## src/rtl/cam_pkg.sv

```systemverilog
// Shared constants for the OV7670 RGB444 capture stage: frame geometry,
// pixel field layout and FSM state encoding (also used by the bench monitor).
package cam_pkg;

    localparam int IMG_W = 160;
    localparam int IMG_H = 120;
    localparam int AW    = 15;

    localparam int PIX_W = 12;
    localparam int R_HI  = 11;
    localparam int R_LO  = 8;
    localparam int G_HI  = 7;
    localparam int G_LO  = 4;
    localparam int B_HI  = 3;
    localparam int B_LO  = 0;

    typedef logic [PIX_W-1:0] pixel_t;

    localparam logic [1:0] ST_WAIT_VS_HIGH = 2'd0;
    localparam logic [1:0] ST_WAIT_VS_LOW  = 2'd1;
    localparam logic [1:0] ST_CAPTURE      = 2'd2;

    // First byte carries R in its low nibble, second byte carries G then B.
    function automatic pixel_t pack_rgb444(input logic [3:0] r, input logic [7:0] gb);
        pixel_t p;
        p[R_HI:R_LO] = r;
        p[G_HI:G_LO] = gb[7:4];
        p[B_HI:B_LO] = gb[3:0];
        return p;
    endfunction

endpackage

```

## src/rtl/cam_capture_rgb444_if.sv

```systemverilog
// Camera byte stream in, frame-buffer write port out, plus FSM debug state.
// DP_RAM_regW is a one-cycle write strobe with no backpressure: addr/data are
// valid only in the cycle regW is high and the buffer must accept every strobe.
interface cam_capture_rgb444_if #(parameter int AW = cam_pkg::AW);

    logic          CAM_PCLK;
    logic          CAM_HREF;
    logic          CAM_VSYNC;
    logic [7:0]    CAM_px_data;
    logic [AW-1:0] DP_RAM_addr_in;
    logic [11:0]   DP_RAM_data_in;
    logic          DP_RAM_regW;
    logic          frame_done;
    logic          overflow;
    logic [1:0]    dbg_state;

    modport master (
        output CAM_PCLK, CAM_HREF, CAM_VSYNC, CAM_px_data,
        input  DP_RAM_addr_in, DP_RAM_data_in, DP_RAM_regW, frame_done, overflow, dbg_state
    );

    modport slave (
        input  CAM_PCLK, CAM_HREF, CAM_VSYNC, CAM_px_data,
        output DP_RAM_addr_in, DP_RAM_data_in, DP_RAM_regW, frame_done, overflow, dbg_state
    );

endinterface

```

## src/rtl/cam_sync_edge.sv

```systemverilog
// 2-FF synchronizer followed by a registered edge detector; level_o is delayed
// one extra stage so it lines up with rise_o/fall_o.
module cam_sync_edge (
    input  logic clk,
    input  logic rst,
    input  logic d_i,
    output logic level_o,
    output logic rise_o,
    output logic fall_o
);

    logic meta_q, sync_q, prev_q, rise_q, fall_q;

    always_ff @(posedge clk) begin
        if (rst) begin
            meta_q <= 1'b0;
            sync_q <= 1'b0;
            prev_q <= 1'b0;
            rise_q <= 1'b0;
            fall_q <= 1'b0;
        end else begin
            meta_q <= d_i;
            sync_q <= meta_q;
            prev_q <= sync_q;
            rise_q <= sync_q & ~prev_q;
            fall_q <= ~sync_q & prev_q;
        end
    end

    assign level_o = prev_q;
    assign rise_o  = rise_q;
    assign fall_o  = fall_q;

endmodule

```

## src/rtl/cam_capture_rgb444.sv

```systemverilog
// OV7670 capture: oversamples the camera byte stream on clk, pairs bytes into
// RGB444 pixels and writes them into the frame buffer one strobe per pixel.
module cam_capture_rgb444 #(
    parameter int IMG_W = cam_pkg::IMG_W,
    parameter int IMG_H = cam_pkg::IMG_H,
    parameter int AW    = cam_pkg::AW
) (
    input  logic                  clk,
    input  logic                  rst,
    cam_capture_rgb444_if.slave   bus
);

    import cam_pkg::*;

    localparam logic [AW-1:0] W_L = AW'(IMG_W);
    localparam logic [AW-1:0] H_L = AW'(IMG_H);

    logic pclk_rise, pclk_level_unused, pclk_fall_unused;
    logic href_level, href_fall, href_rise_unused;
    logic vs_level, vs_rise, vs_fall;

    cam_sync_edge u_sync_pclk (
        .clk(clk), .rst(rst), .d_i(bus.CAM_PCLK),
        .level_o(pclk_level_unused), .rise_o(pclk_rise), .fall_o(pclk_fall_unused)
    );

    cam_sync_edge u_sync_href (
        .clk(clk), .rst(rst), .d_i(bus.CAM_HREF),
        .level_o(href_level), .rise_o(href_rise_unused), .fall_o(href_fall)
    );

    cam_sync_edge u_sync_vsync (
        .clk(clk), .rst(rst), .d_i(bus.CAM_VSYNC),
        .level_o(vs_level), .rise_o(vs_rise), .fall_o(vs_fall)
    );

    // Data gets the same depth as the control paths so a byte pairs with its own PCLK edge.
    logic [7:0] px_meta_q, px_sync_q, px_q;

    always_ff @(posedge clk) begin
        if (rst) begin
            px_meta_q <= '0;
            px_sync_q <= '0;
            px_q      <= '0;
        end else begin
            px_meta_q <= bus.CAM_px_data;
            px_sync_q <= px_meta_q;
            px_q      <= px_sync_q;
        end
    end

    logic [1:0]    state_q, state_d;
    logic          phase_q, phase_d;
    logic [3:0]    r_q, r_d;
    logic [AW-1:0] col_q, col_d;
    logic [AW-1:0] line_q, line_d;
    logic [AW-1:0] base_q, base_d;
    logic          ovf_q, ovf_d;
    logic          wr_q, wr_d;
    logic [AW-1:0] addr_q, addr_d;
    pixel_t        data_q, data_d;
    logic          done_q, done_d;

    always_comb begin
        state_d = state_q;
        phase_d = phase_q;
        r_d     = r_q;
        col_d   = col_q;
        line_d  = line_q;
        base_d  = base_q;
        ovf_d   = ovf_q;
        wr_d    = 1'b0;
        addr_d  = addr_q;
        data_d  = data_q;
        done_d  = 1'b0;

        case (state_q)
            ST_WAIT_VS_HIGH: begin
                if (vs_level) state_d = ST_WAIT_VS_LOW;
            end
            ST_WAIT_VS_LOW: begin
                if (vs_fall) begin
                    state_d = ST_CAPTURE;
                    col_d   = '0;
                    line_d  = '0;
                    base_d  = '0;
                    phase_d = 1'b0;
                    ovf_d   = 1'b0;
                end
            end
            ST_CAPTURE: begin
                // VSYNC outranks an HREF fall in the same cycle: the line is not counted.
                if (vs_rise) begin
                    done_d  = 1'b1;
                    phase_d = 1'b0;
                    state_d = ST_WAIT_VS_LOW;
                end else if (href_fall) begin
                    // line saturates at IMG_H so base_q + col_q stays inside the buffer
                    if (col_q != '0 && line_q < H_L) begin
                        line_d = line_q + AW'(1);
                        base_d = base_q + W_L;
                    end
                    col_d   = '0;
                    phase_d = 1'b0;
                end else if (pclk_rise && href_level) begin
                    if (!phase_q) begin
                        r_d     = px_q[3:0];
                        phase_d = 1'b1;
                    end else begin
                        phase_d = 1'b0;
                        if (col_q < W_L && line_q < H_L) begin
                            wr_d   = 1'b1;
                            addr_d = base_q + col_q;
                            data_d = pack_rgb444(r_q, px_q);
                            col_d  = col_q + AW'(1);
                        end else begin
                            ovf_d = 1'b1;
                        end
                    end
                end
            end
            default: state_d = ST_WAIT_VS_HIGH;
        endcase
    end

    always_ff @(posedge clk) begin
        if (rst) begin
            state_q <= ST_WAIT_VS_HIGH;
            phase_q <= 1'b0;
            r_q     <= '0;
            col_q   <= '0;
            line_q  <= '0;
            base_q  <= '0;
            ovf_q   <= 1'b0;
            wr_q    <= 1'b0;
            addr_q  <= '0;
            data_q  <= '0;
            done_q  <= 1'b0;
        end else begin
            state_q <= state_d;
            phase_q <= phase_d;
            r_q     <= r_d;
            col_q   <= col_d;
            line_q  <= line_d;
            base_q  <= base_d;
            ovf_q   <= ovf_d;
            wr_q    <= wr_d;
            addr_q  <= addr_d;
            data_q  <= data_d;
            done_q  <= done_d;
        end
    end

    assign bus.DP_RAM_regW    = wr_q;
    assign bus.DP_RAM_addr_in = addr_q;
    assign bus.DP_RAM_data_in = data_q;
    assign bus.frame_done     = done_q;
    assign bus.overflow       = ovf_q;
    assign bus.dbg_state      = state_q;

endmodule
```

## src/flat_wrapper.sv

```systemverilog
// flat-port wrapper written by rule: the top's interface ports become plain ports
module cam_capture_rgb444_flat import cam_pkg::*;
#(
    parameter int IMG_W = cam_pkg::IMG_W,
    parameter int IMG_H = cam_pkg::IMG_H,
    parameter int AW    = cam_pkg::AW
)
  (clk, rst, bus_CAM_PCLK, bus_CAM_HREF, bus_CAM_VSYNC, bus_CAM_px_data, bus_DP_RAM_addr_in, bus_DP_RAM_data_in, bus_DP_RAM_regW, bus_frame_done, bus_overflow, bus_dbg_state);
  cam_capture_rgb444_if #(.AW(AW)) bus_i ();
  input  logic clk;
  input  logic rst;
  input wire logic [$bits(bus_i.CAM_PCLK)-1:0] bus_CAM_PCLK;
  input wire logic [$bits(bus_i.CAM_HREF)-1:0] bus_CAM_HREF;
  input wire logic [$bits(bus_i.CAM_VSYNC)-1:0] bus_CAM_VSYNC;
  input wire logic [$bits(bus_i.CAM_px_data)-1:0] bus_CAM_px_data;
  output wire logic [$bits(bus_i.DP_RAM_addr_in)-1:0] bus_DP_RAM_addr_in;
  output wire logic [$bits(bus_i.DP_RAM_data_in)-1:0] bus_DP_RAM_data_in;
  output wire logic [$bits(bus_i.DP_RAM_regW)-1:0] bus_DP_RAM_regW;
  output wire logic [$bits(bus_i.frame_done)-1:0] bus_frame_done;
  output wire logic [$bits(bus_i.overflow)-1:0] bus_overflow;
  output wire logic [$bits(bus_i.dbg_state)-1:0] bus_dbg_state;
  assign bus_i.CAM_PCLK = bus_CAM_PCLK;
  assign bus_i.CAM_HREF = bus_CAM_HREF;
  assign bus_i.CAM_VSYNC = bus_CAM_VSYNC;
  assign bus_i.CAM_px_data = bus_CAM_px_data;
  assign bus_DP_RAM_addr_in = bus_i.DP_RAM_addr_in;
  assign bus_DP_RAM_data_in = bus_i.DP_RAM_data_in;
  assign bus_DP_RAM_regW = bus_i.DP_RAM_regW;
  assign bus_frame_done = bus_i.frame_done;
  assign bus_overflow = bus_i.overflow;
  assign bus_dbg_state = bus_i.dbg_state;
  cam_capture_rgb444 #(.IMG_W(IMG_W), .IMG_H(IMG_H), .AW(AW)) u_core (.clk(clk), .rst(rst), .bus(bus_i));
endmodule
```

## config.mk

```make
export PLATFORM = sky130hd
export DESIGN_NAME = cam_capture_rgb444_flat
export DESIGN_NICKNAME = d
export VERILOG_FILES = /design/src/rtl/cam_pkg.sv /design/src/rtl/cam_capture_rgb444_if.sv /design/src/rtl/cam_sync_edge.sv /design/src/rtl/cam_capture_rgb444.sv /design/src/flat_wrapper.sv
export SDC_FILE = /design/constraint.sdc
export NUM_CORES = 1
export LEC_CHECK = 0
export CAP_MARGIN = 20
export CORE_UTILIZATION = 32
export DETAILED_ROUTE_END_ITERATION = 10
export PLACE_DENSITY_LB_ADDON = 0.12
export SLEW_MARGIN = 20
export SYNTH_ARGS = -nofsm -noshare
export SYNTH_HDL_FRONTEND = slang
export SYNTH_SLANG_ARGS = --single-unit
```

## constraint.sdc

```tcl
create_clock -name clk -period 3.1 [get_ports clk]
set_clock_uncertainty 0.05 [all_clocks]
set_input_delay 0.93 -clock clk [delete_from_list [all_inputs] [get_ports clk]]
set_output_delay 0.93 -clock clk [all_outputs]
set_load 0.02 [all_outputs]
```

==> results.json, run 1 <==
{
  "htreeDepth": 4,
  "worst_slew_margin_rel": 0.3524,
  "place_area_mm2": 0.005156,
  "cts_setup_buffers": 0,
  "final_nets": 568,
  "gr-total-overflow": 0,
  "crit_path_end_kind": "register",
  "worstPathMaxFanout": 25,
  "timing.setup.tns_ns": 0,
  "grt_pass1_wl_mm": 15.66,
  "synth.cells.most_frequent": "114 x dfxtp_1, 64 x nand2_1, 40 x a21oi_1, 38 x nor2b_1, 34 x nor2_1",
  "tightest_slew_ns": 0.9694,
  "wl_per_cell_um": 12.97,
  "start_util": 0.3286,
  "dr_wl_met2_mm": 4.106,
  "sw_frac_of_total": 0.2228,
  "p_comb_frac": 0.077,
  "drc_errors": 0,
  "slew_violations": 0,
  "hold_path.class": "register to register",
  "die_w_um": 121.4,
  "post_cts_hold_buffer_count": 0,
  "core_mm2": 0.01388,
  "maxUsedRoutingLayer": "met4",
  "internal_power_mw": 3.057,
  "cts.sinks": 114,
  "ys_async_sr_fraction": 0,
  "yosysTopAreaCell": "dfxtp_1",
  "clk_pin_slew_worst_paths_ns": 0.05,
  "status": "complete, no violations",
  "syn_to_final_growth_pct": 27.18,
  "powerDensity_mw_per_mm2": 678.0,
  "synthFlopType": "dfxtp_1",
  "layout-drive-gt1-share": 0.08015,
  "setup_slack_ns": 0.3128,
  "met3_length_um": 457,
  "die-area_mm2": 0.01474,
  "leakage_nw": 2.200,
  "ys_warn_count": 0,
  "grt_usage": 0.1410,
  "synth_top_area_frac": 0.5003,
  "fin_util": 0.4180,
  "wl_met1_mm": 4.673,
  "rows": 43,
  "ys_types": 55,
  "grt_max_degree": 80,
  "cts-resized-gates": 0,
  "drt-pass1-iter-count": 4,
  "antenna_found_initial": 0,
  "io_pins": 45,
  "die_h_um": 121.4,
  "hold_viol": 0,
  "cts_buffers": 17,
  "rsz0062_at_grt": "false",
  "critPathLaunchType": "register",
  "p_sw_uw": 876.3,
  "arrival_ns": 3.04,
  "setup_viol": 0,
  "syn_avg_cell_area_um2": 9.235,
  "pre_cts_ws_ns": 0.2777,
  "via_count": 3447,
  "diodes": 0,
  "cts_tree": "yes",
  "seq_area_frac_synth": 0.5003,
  "cp.required_ns": 3.35,
  "fmax_ghz": 0.3588,
  "p_seq_frac": 0.386,
  "drt_iter0_drc": 169,
  "place.gp.congestion": 0.7669,
  "drt_wl_total_mm": 9.455,
  "ys_seq_elements": 114,
  "viasPerCell": 4.728,
  "fin_crit_sh": 0.8991,
  "clock-root-buffer": "clkbuf_16",
  "peakVddDrop_uv": 301.5,
  "ant_nets": 0,
  "grt_pass1_vias": 3247,
  "critPathKind": "register to register",
  "cap_violations": 0,
  "syn_area_mm2": 0.004562,
  "io_buffers": 44,
  "clock_latency_ns": 0.41,
  "clockPowerShare": 0.537,
  "yosysMostFrequentCell": "dfxtp_1",
  "cts_buffer_depth": 2,
  "power_mw": 3.933,
  "synth_area_leaders": "dfxtp_1 50%, nand2_1 5.3%, nor2b_1 5.2%",
  "synth_edf_count": 0,
  "fin_crit_ns": 2.787,
  "final_area_mm2": 0.005802,
  "dpl.hpwl_mm": 6.387,
  "netlist_instances": 494,
  "syn_nets": 524
}
-- state kept, by name, summed over array words and instances (netlist names), 2 cells and up --
register,flops
u_core.bus.DP_RAM_addr_in,15
u_core.col_q,15
u_core.line_q,15
u_core.bus.DP_RAM_data_in,12
u_core.r_q,4
u_core.px_q,8
u_core.px_sync_q,8
u_core.px_meta_q,8
u_core.base_q,10
u_core.bus.dbg_state,2
-- per-layer routing --
layer	GRT usage	vias to the layer above
met5	0	-
met4	0.08179	0
met3	0.05075	19
met2	0.2099	63
met1	0.1739	1587
li1	-	1778
-- cell type report --
cell class	count	area (µm²)
fillers	1405	8079
flip-flops and latches	114	2282
multi-input cells	348	2147
repair buffers	47	470.5
clock buffers	20	456.7
well taps	180	225.2
clock inverters	10	182.7
inverters	10	37.54
-- kinds of logic after synthesis --
| family | count (synthesis) | share of synthesized area |
|---|---|---|
| AOI/OAI and AO/OA | 78 | 0.1081 |
| xor gates and xnor gates | 22 | 0.04224 |
| adders and majority gates | 17 | 0.04663 |
| buffers and inverters | 32 | 0.03182 |
| DFF | 114 | 0.5003 |
| muxes | 5 | 0.01097 |
| other | 1 | 0.0008220 |
| and+or+nand+nor | 225 | 0.2592 |
-- critical path, cell delays in order (launching register included) --
cell and delay [ns]:
dfxtp_1 0.34, inv_1 0.09, ha_1 0.39, nor2b_1 0.35, nand2_1 0.23, or3_1 0.80
a32o_1 0.42
-- power groups by stage --
stage	clock network, mW	logic [mW]	registers, mW
detailed placement	0	0.298	1.55
finish	2.11	0.303	1.52
CTS	2.16	0.300	1.52
global route	2.23	0.338	1.52
floorplan	0	0.207	1.55
global placement	0	0.295	1.55
-- per-stage QoR --
step	hold WS [ns]	std cells
after CTS	0.3387	729
after floorplan	0.3174	494
after global routing	0.3556	729
after detailed placement	0.3275	699
final	0.3369	729
after global placement	0.3252	699
-- worst paths after layout --
check	from	endpoint	slack [ns]	cells after the start
worst min register to register	u_core.u_sync_pclk.level_o	u_core.u_sync_pclk.rise_o	0.34	1
worst max-delay path	u_core.bus.dbg_state[0]	u_core.bus.DP_RAM_addr_in[12]	0.31	6
worst max register to register	u_core.bus.dbg_state[0]	u_core.bus.DP_RAM_addr_in[12]	0.31	6
worst min-delay path	u_core.u_sync_pclk.level_o	u_core.u_sync_pclk.rise_o	0.34	1
-- cell usage in the layout, fill, tap and decap left out, types with 15 or more instances in the layout --
cell type | netlist | final
xnor2_1 | 18 | 18
nand3_1 | 17 | 17
dfxtp_1 | 114 | 114
nor2_1 | 34 | 34
nand2_1 | 64 | 64
nor2b_1 | 38 | 38
a21oi_1 | 40 | 40
and2_1 | 15 | 15
clkbuf_16 | 0 | 17
clkdlybuf4s50_1 | 0 | 43
ha_1 | 17 | 17
Power figures use the tool's default switching activity.
==> run 2, diff against run 1 <==
--- a/config.mk
+++ b/config.mk
@@ -6,9 +6,10 @@
 export NUM_CORES = 1
 export LEC_CHECK = 0
 export CAP_MARGIN = 20
-export CORE_UTILIZATION = 32
+export CORE_ASPECT_RATIO = 1.75
+export CORE_UTILIZATION = 45
 export DETAILED_ROUTE_END_ITERATION = 10
-export PLACE_DENSITY_LB_ADDON = 0.12
+export PLACE_DENSITY = 0.73
 export SLEW_MARGIN = 20
 export SYNTH_ARGS = -nofsm -noshare
 export SYNTH_HDL_FRONTEND = slang
==> results.json, run 2 (same netlist as run 1, synthesis figures left out) <==
{
  "tightest_slew_ns": 1.034,
  "post_cts_hold_buffer_count": 0,
  "antenna_found_initial": 0,
  "drc_errors": 0,
  "layout-drive-gt1-share": 0.08348,
  "worstPathMaxFanout": 14,
  "fin_crit_ns": 2.729,
  "crit_path_end_kind": "register",
  "leakage_nw": 2.183,
  "cts_tree": "yes",
  "crit_end": "u_core.line_q[8]",
  "setup.worst_path.start": "u_core.bus.dbg_state[0]",
  "rr_worst_depth": 7,
  "cts_setup_buffers": 0,
  "worst_slew_margin_rel": 0.3075,
  "fillerInstances": 863,
  "rsz0062_at_grt": "false",
  "cts_buffers": 17,
  "dpl.hpwl_mm": 6.144,
  "diodes": 0,
  "status": "complete, no violations",
  "die_h_um": 135.2,
  "critPathKind": "register to register",
  "cap_violations": 0,
  "peakVddDrop_uv": 436.9,
  "cts.sinks": 114,
  "hold_viol": 0,
  "clock-root-buffer": "clkbuf_16",
  "crit_top_cell": "nor2_1",
  "die-area_mm2": 0.01056,
  "rows": 48,
  "worstReg2RegEnd": "u_core.line_q[8]",
  "clk_pin_slew_worst_paths_ns": 0.05,
  "fmax_ghz": 0.3665,
  "setup_slack_ns": 0.3712,
  "core_mm2": 0.009849,
  "drt-pass1-iter-count": 4,
  "cts-resized-gates": 0,
  "holdCritStartpoint": "u_core.u_sync_pclk.level_o",
  "cts_buffer_depth": 2,
  "cp.required_ns": 3.32,
  "clock_latency_ns": 0.41,
  "drt_iter0_drc": 146,
  "worst-path-buf-inv": 1,
  "grt_usage": 0.1803,
  "ant_nets": 0,
  "max_stage_delay_ns": 0.78,
  "syn_to_final_growth_pct": 24.44,
  "via_count": 3504,
  "hold_path.class": "register to register",
  "arrival_ns": 2.95,
  "grt_max_degree": 69,
  "critical_path.top_delay_family": "compound AO/OA/AOI/OAI gates",
  "die_w_um": 78.11,
  "drt_wl_total_mm": 8.816,
  "viasPerCell": 5.183,
  "io_buffers": 44,
  "slew_violations": 0,
  "grt_pass1_vias": 3282,
  "final_nets": 568,
  "gr-total-overflow": 0,
  "io_pins": 45,
  "critPathLaunchType": "register",
  "worst-path-stages": 7,
  "reg2reg_from": "u_core.bus.dbg_state[0]",
  "final_common_cell": "dfxtp_1",
  "place.gp.congestion": 0.8480,
  "timing.setup.tns_ns": 0,
  "htreeDepth": 4,
  "grt_pass1_wl_mm": 14.69,
  "start_util": 0.4632,
  "fin_crit_sh": 0.8803,
  "whs_path_depth": 1,
  "wl_per_cell_um": 13.04,
  "powerDensity_mw_per_mm2": 659.7,
  "cp_slowest_cell": "a31oi_1",
  "mostFrequentLayoutCells": "114 x dfxtp_1, 64 x nand2_1, 43 x clkdlybuf4s50_1",
  "pre_cts_ws_ns": 0.3927,
  "worst-r2r-setup-slack_ns": 0.37,
  "setup_viol": 0,
  "critical_path.cell_chain": "inv_1, ha_1, and3_1, a31oi_1, nor2_1, a41oi_1, nor2_1"
}
## run 2: cell count changes in the layout (fill, tap and decap cells not counted), sizes merged
cell | before | now
bufinv | 5 | 2
clkinv | 2 | 5
clkbuf | 20 | 21
inv | 10 | 11
## run 2: worst min-delay path by stage
stage	to
global route	u_core.u_sync_pclk.rise_o
floorplan	u_core.u_sync_pclk.rise_o
finish	u_core.u_sync_pclk.rise_o
CTS	u_core.u_sync_pclk.rise_o
global placement	u_core.u_sync_pclk.rise_o
detailed placement	u_core.u_sync_pclk.rise_o
## run 2: area by class of cell
type / instances / area, µm² / share of cell area
Sequential cell: 114 / 2282 / 0.4020
Multi-Input combinational cell: 348 / 2135 / 0.3760
Clock buffer: 21 / 480.5 / 0.08464
Inverter: 10 / 37.54 / 0.006612
Tap cell: 125 / 156.4 / 0.02755
Clock inverter: 11 / 127.6 / 0.02248
Timing Repair Buffer: 47 / 457.9 / 0.08067
## run 2: power by group
group          total, mW  switching [mW]  internal [mW]  leakage (nW)
sequential          1.52          0.0206           1.50         0.924
clock               1.94           0.668           1.27         0.292
combinational      0.290           0.191         0.0988         0.967
## run 2: stage by stage
step	total power, mW	hold WS (ns)	area (µm²)	util	std cells
finish	3.745	0.3316	5677	0.5763	676
global route	3.891	0.3613	5677	0.5763	676
CTS	3.781	0.3340	5677	0.5763	676
detailed placement	1.834	0.3215	5069	0.5146	644
global placement	1.825	0.3257	5069	0.5146	644
floorplan	1.756	0.3174	4562	-	494
## run 2: metal layers
layer	GRT usage	part of all wire	vias to the layer above
met2	0.3187	0.53	85
met3	0.04714	0.041	19
met5	0	0	-
li1	-	-	1776
met1	0.1914	0.40	1624
met4	0.1019	0.026	0
## run 2: worst reg2reg max path: stages (launching register included)
cell	delay [ns]
dfxtp_1	0.38
inv_1	0.09
ha_1	0.34
and3_1	0.21
a31oi_1	0.78
nor2_1	0.34
a41oi_1	0.34
nor2_1	0.06
==> run 3, diff against run 2 <==
--- a/config.mk
+++ b/config.mk
@@ -9,7 +9,9 @@
 export CORE_ASPECT_RATIO = 1.75
 export CORE_UTILIZATION = 45
 export DETAILED_ROUTE_END_ITERATION = 10
-export PLACE_DENSITY = 0.73
+export DONT_BUFFER_PORTS = 1
+export PLACE_DENSITY = 0.68
+export RECOVER_POWER = 100
 export SLEW_MARGIN = 20
 export SYNTH_ARGS = -nofsm -noshare
 export SYNTH_HDL_FRONTEND = slang
==> results.json, run 3 (same netlist as run 1, synthesis figures left out) <==
{
  "cap_violations": 0,
  "final_common_cell": "dfxtp_1",
  "cts_buffer_depth": 2,
  "mostFrequentLayoutCells": "114 x dfxtp_1, 64 x nand2_1, 41 x a21oi_1",
  "cts_buffers": 17,
  "viasPerCell": 5.223,
  "clock-root-buffer": "clkbuf_16",
  "critPathKind": "register to register",
  "clock_latency_ns": 0.41,
  "whs_ns": 0.3342,
  "cts-resized-gates": 0,
  "worstPathMaxFanout": 14,
  "place.gp.congestion": 0.8337,
  "fillerInstances": 904,
  "dpl.hpwl_mm": 5.931,
  "status": "complete, no violations",
  "cts.sinks": 114,
  "fmax_ghz": 0.3480,
  "leakage_nw": 1.989,
  "io_buffers": 0,
  "cts_setup_buffers": 0,
  "setup_slack_ns": 0.2262,
  "worst-r2r-setup-slack_ns": 0.23,
  "worst_slew_margin_rel": 0.2467,
  "fin_crit_ns": 2.874,
  "arrival_ns": 3.10,
  "core_mm2": 0.009849,
  "drc_errors": 0,
  "crit_path_end_kind": "register",
  "setup.worst_path.start": "u_core.bus.dbg_state[0]",
  "grt_pass1_wl_mm": 14.00,
  "cp.required_ns": 3.33,
  "diodes": 0,
  "start_util": 0.4632,
  "whs_endpoint": "u_core.u_sync_pclk.rise_o",
  "hold_path.class": "register to register",
  "die-area_mm2": 0.01056,
  "slew_violations": 0,
  "whs_path_depth": 1,
  "post_cts_hold_buffer_count": 0,
  "holdCritStartpoint": "u_core.u_sync_pclk.level_o",
  "reg2reg_from": "u_core.bus.dbg_state[0]",
  "die_w_um": 78.11,
  "rows": 48,
  "timing.setup.tns_ns": 0,
  "via_count": 3296,
  "layout-drive-gt1-share": 0.07905,
  "cts_tree": "yes",
  "grt_usage": 0.1720,
  "clk_pin_slew_worst_paths_ns": 0.06,
  "htreeDepth": 4,
  "io_pins": 45,
  "fin_crit_sh": 0.9270,
  "ant_nets": 0,
  "gr-total-overflow": 0,
  "hold_viol": 0,
  "rsz0062_at_grt": "false",
  "drt_iter0_drc": 184,
  "final_nets": 523,
  "drt_wl_total_mm": 8.511,
  "rr_worst_depth": 7,
  "die_h_um": 135.2,
  "setup_viol": 0,
  "wl_per_cell_um": 13.49,
  "drt-pass1-iter-count": 4,
  "pre_cts_ws_ns": 0.2727,
  "powerDensity_mw_per_mm2": 701.6,
  "antenna_found_initial": 0,
  "grt_max_degree": 81,
  "worstReg2RegEnd": "u_core.line_q[6]",
  "grt_pass1_vias": 3164,
  "syn_to_final_growth_pct": 13.60,
  "tightest_slew_ns": 1.125,
  "critPathLaunchType": "register",
  "peakVddDrop_uv": 461.4
}
## run 3: cell count changes in the layout (fill, tap and decap cells not counted), sizes merged
cell           before  now
clkinvlp            3    4
buf                 4    0
clkinv              5    6
clkdlybuf4s50      43    0
## run 3: how the worst max path moves through the flow
stage	endpoint	slack, ns	depth (start not counted)
after floorplan	u_core.bus.DP_RAM_addr_in[14]	0.91	7
after global placement	u_core.line_q[6]	0.39	7
after detailed placement	u_core.line_q[6]	0.27	7
after CTS	u_core.line_q[6]	0.28	7
after global routing	u_core.bus.DP_RAM_data_in[4]	0.06	7
final	u_core.line_q[6]	0.23	7
## run 3: critical path, cell delays in order (launching register included)
cell and delay [ns]:
dfxtp_1 0.48, inv_1 0.11, ha_1 0.36, and3_1 0.21
a31oi_1 0.83, nor2_1 0.33, a41oi_1 0.31, nor2_1 0.05
## run 3: layout make-up
type / instances / area [µm²] / share of cell area
multi-input cells: 348 / 2117 / 0.4085
clock buffers: 19 / 442.9 / 0.08547
flip-flops and latches: 114 / 2282 / 0.4404
repair buffers: 2 / 10.01 / 0.001931
clock inverters: 13 / 136.4 / 0.02632
well taps: 125 / 156.4 / 0.03018
inverters: 10 / 37.54 / 0.007243
## run 3: stage by stage
stage / power, mW / area [µm²] / utilization / instances
after detailed placement: 1.796 / 4632 / 0.4703 / 599
after global placement: 1.786 / 4632 / 0.4703 / 599
final: 3.636 / 5182 / 0.5262 / 631
after CTS: 3.672 / 5211 / 0.5291 / 631
after global routing: 3.770 / 5182 / 0.5262 / 631
after floorplan: 1.756 / 4562 / - / 494
## run 3: layer usage
layer | share of wire | track usage
met3 | 0.046 | 0.05657
met1 | 0.42 | 0.1776
met2 | 0.51 | 0.2968
met4 | 0.023 | 0.1070
met5 | 0 | 0
## run 3: where the power goes
group	leakage, nW	internal, mW	switching [mW]
clock network	0.275	1.20	0.671
registers	0.924	1.50	0.0269
logic	0.789	0.0740	0.169
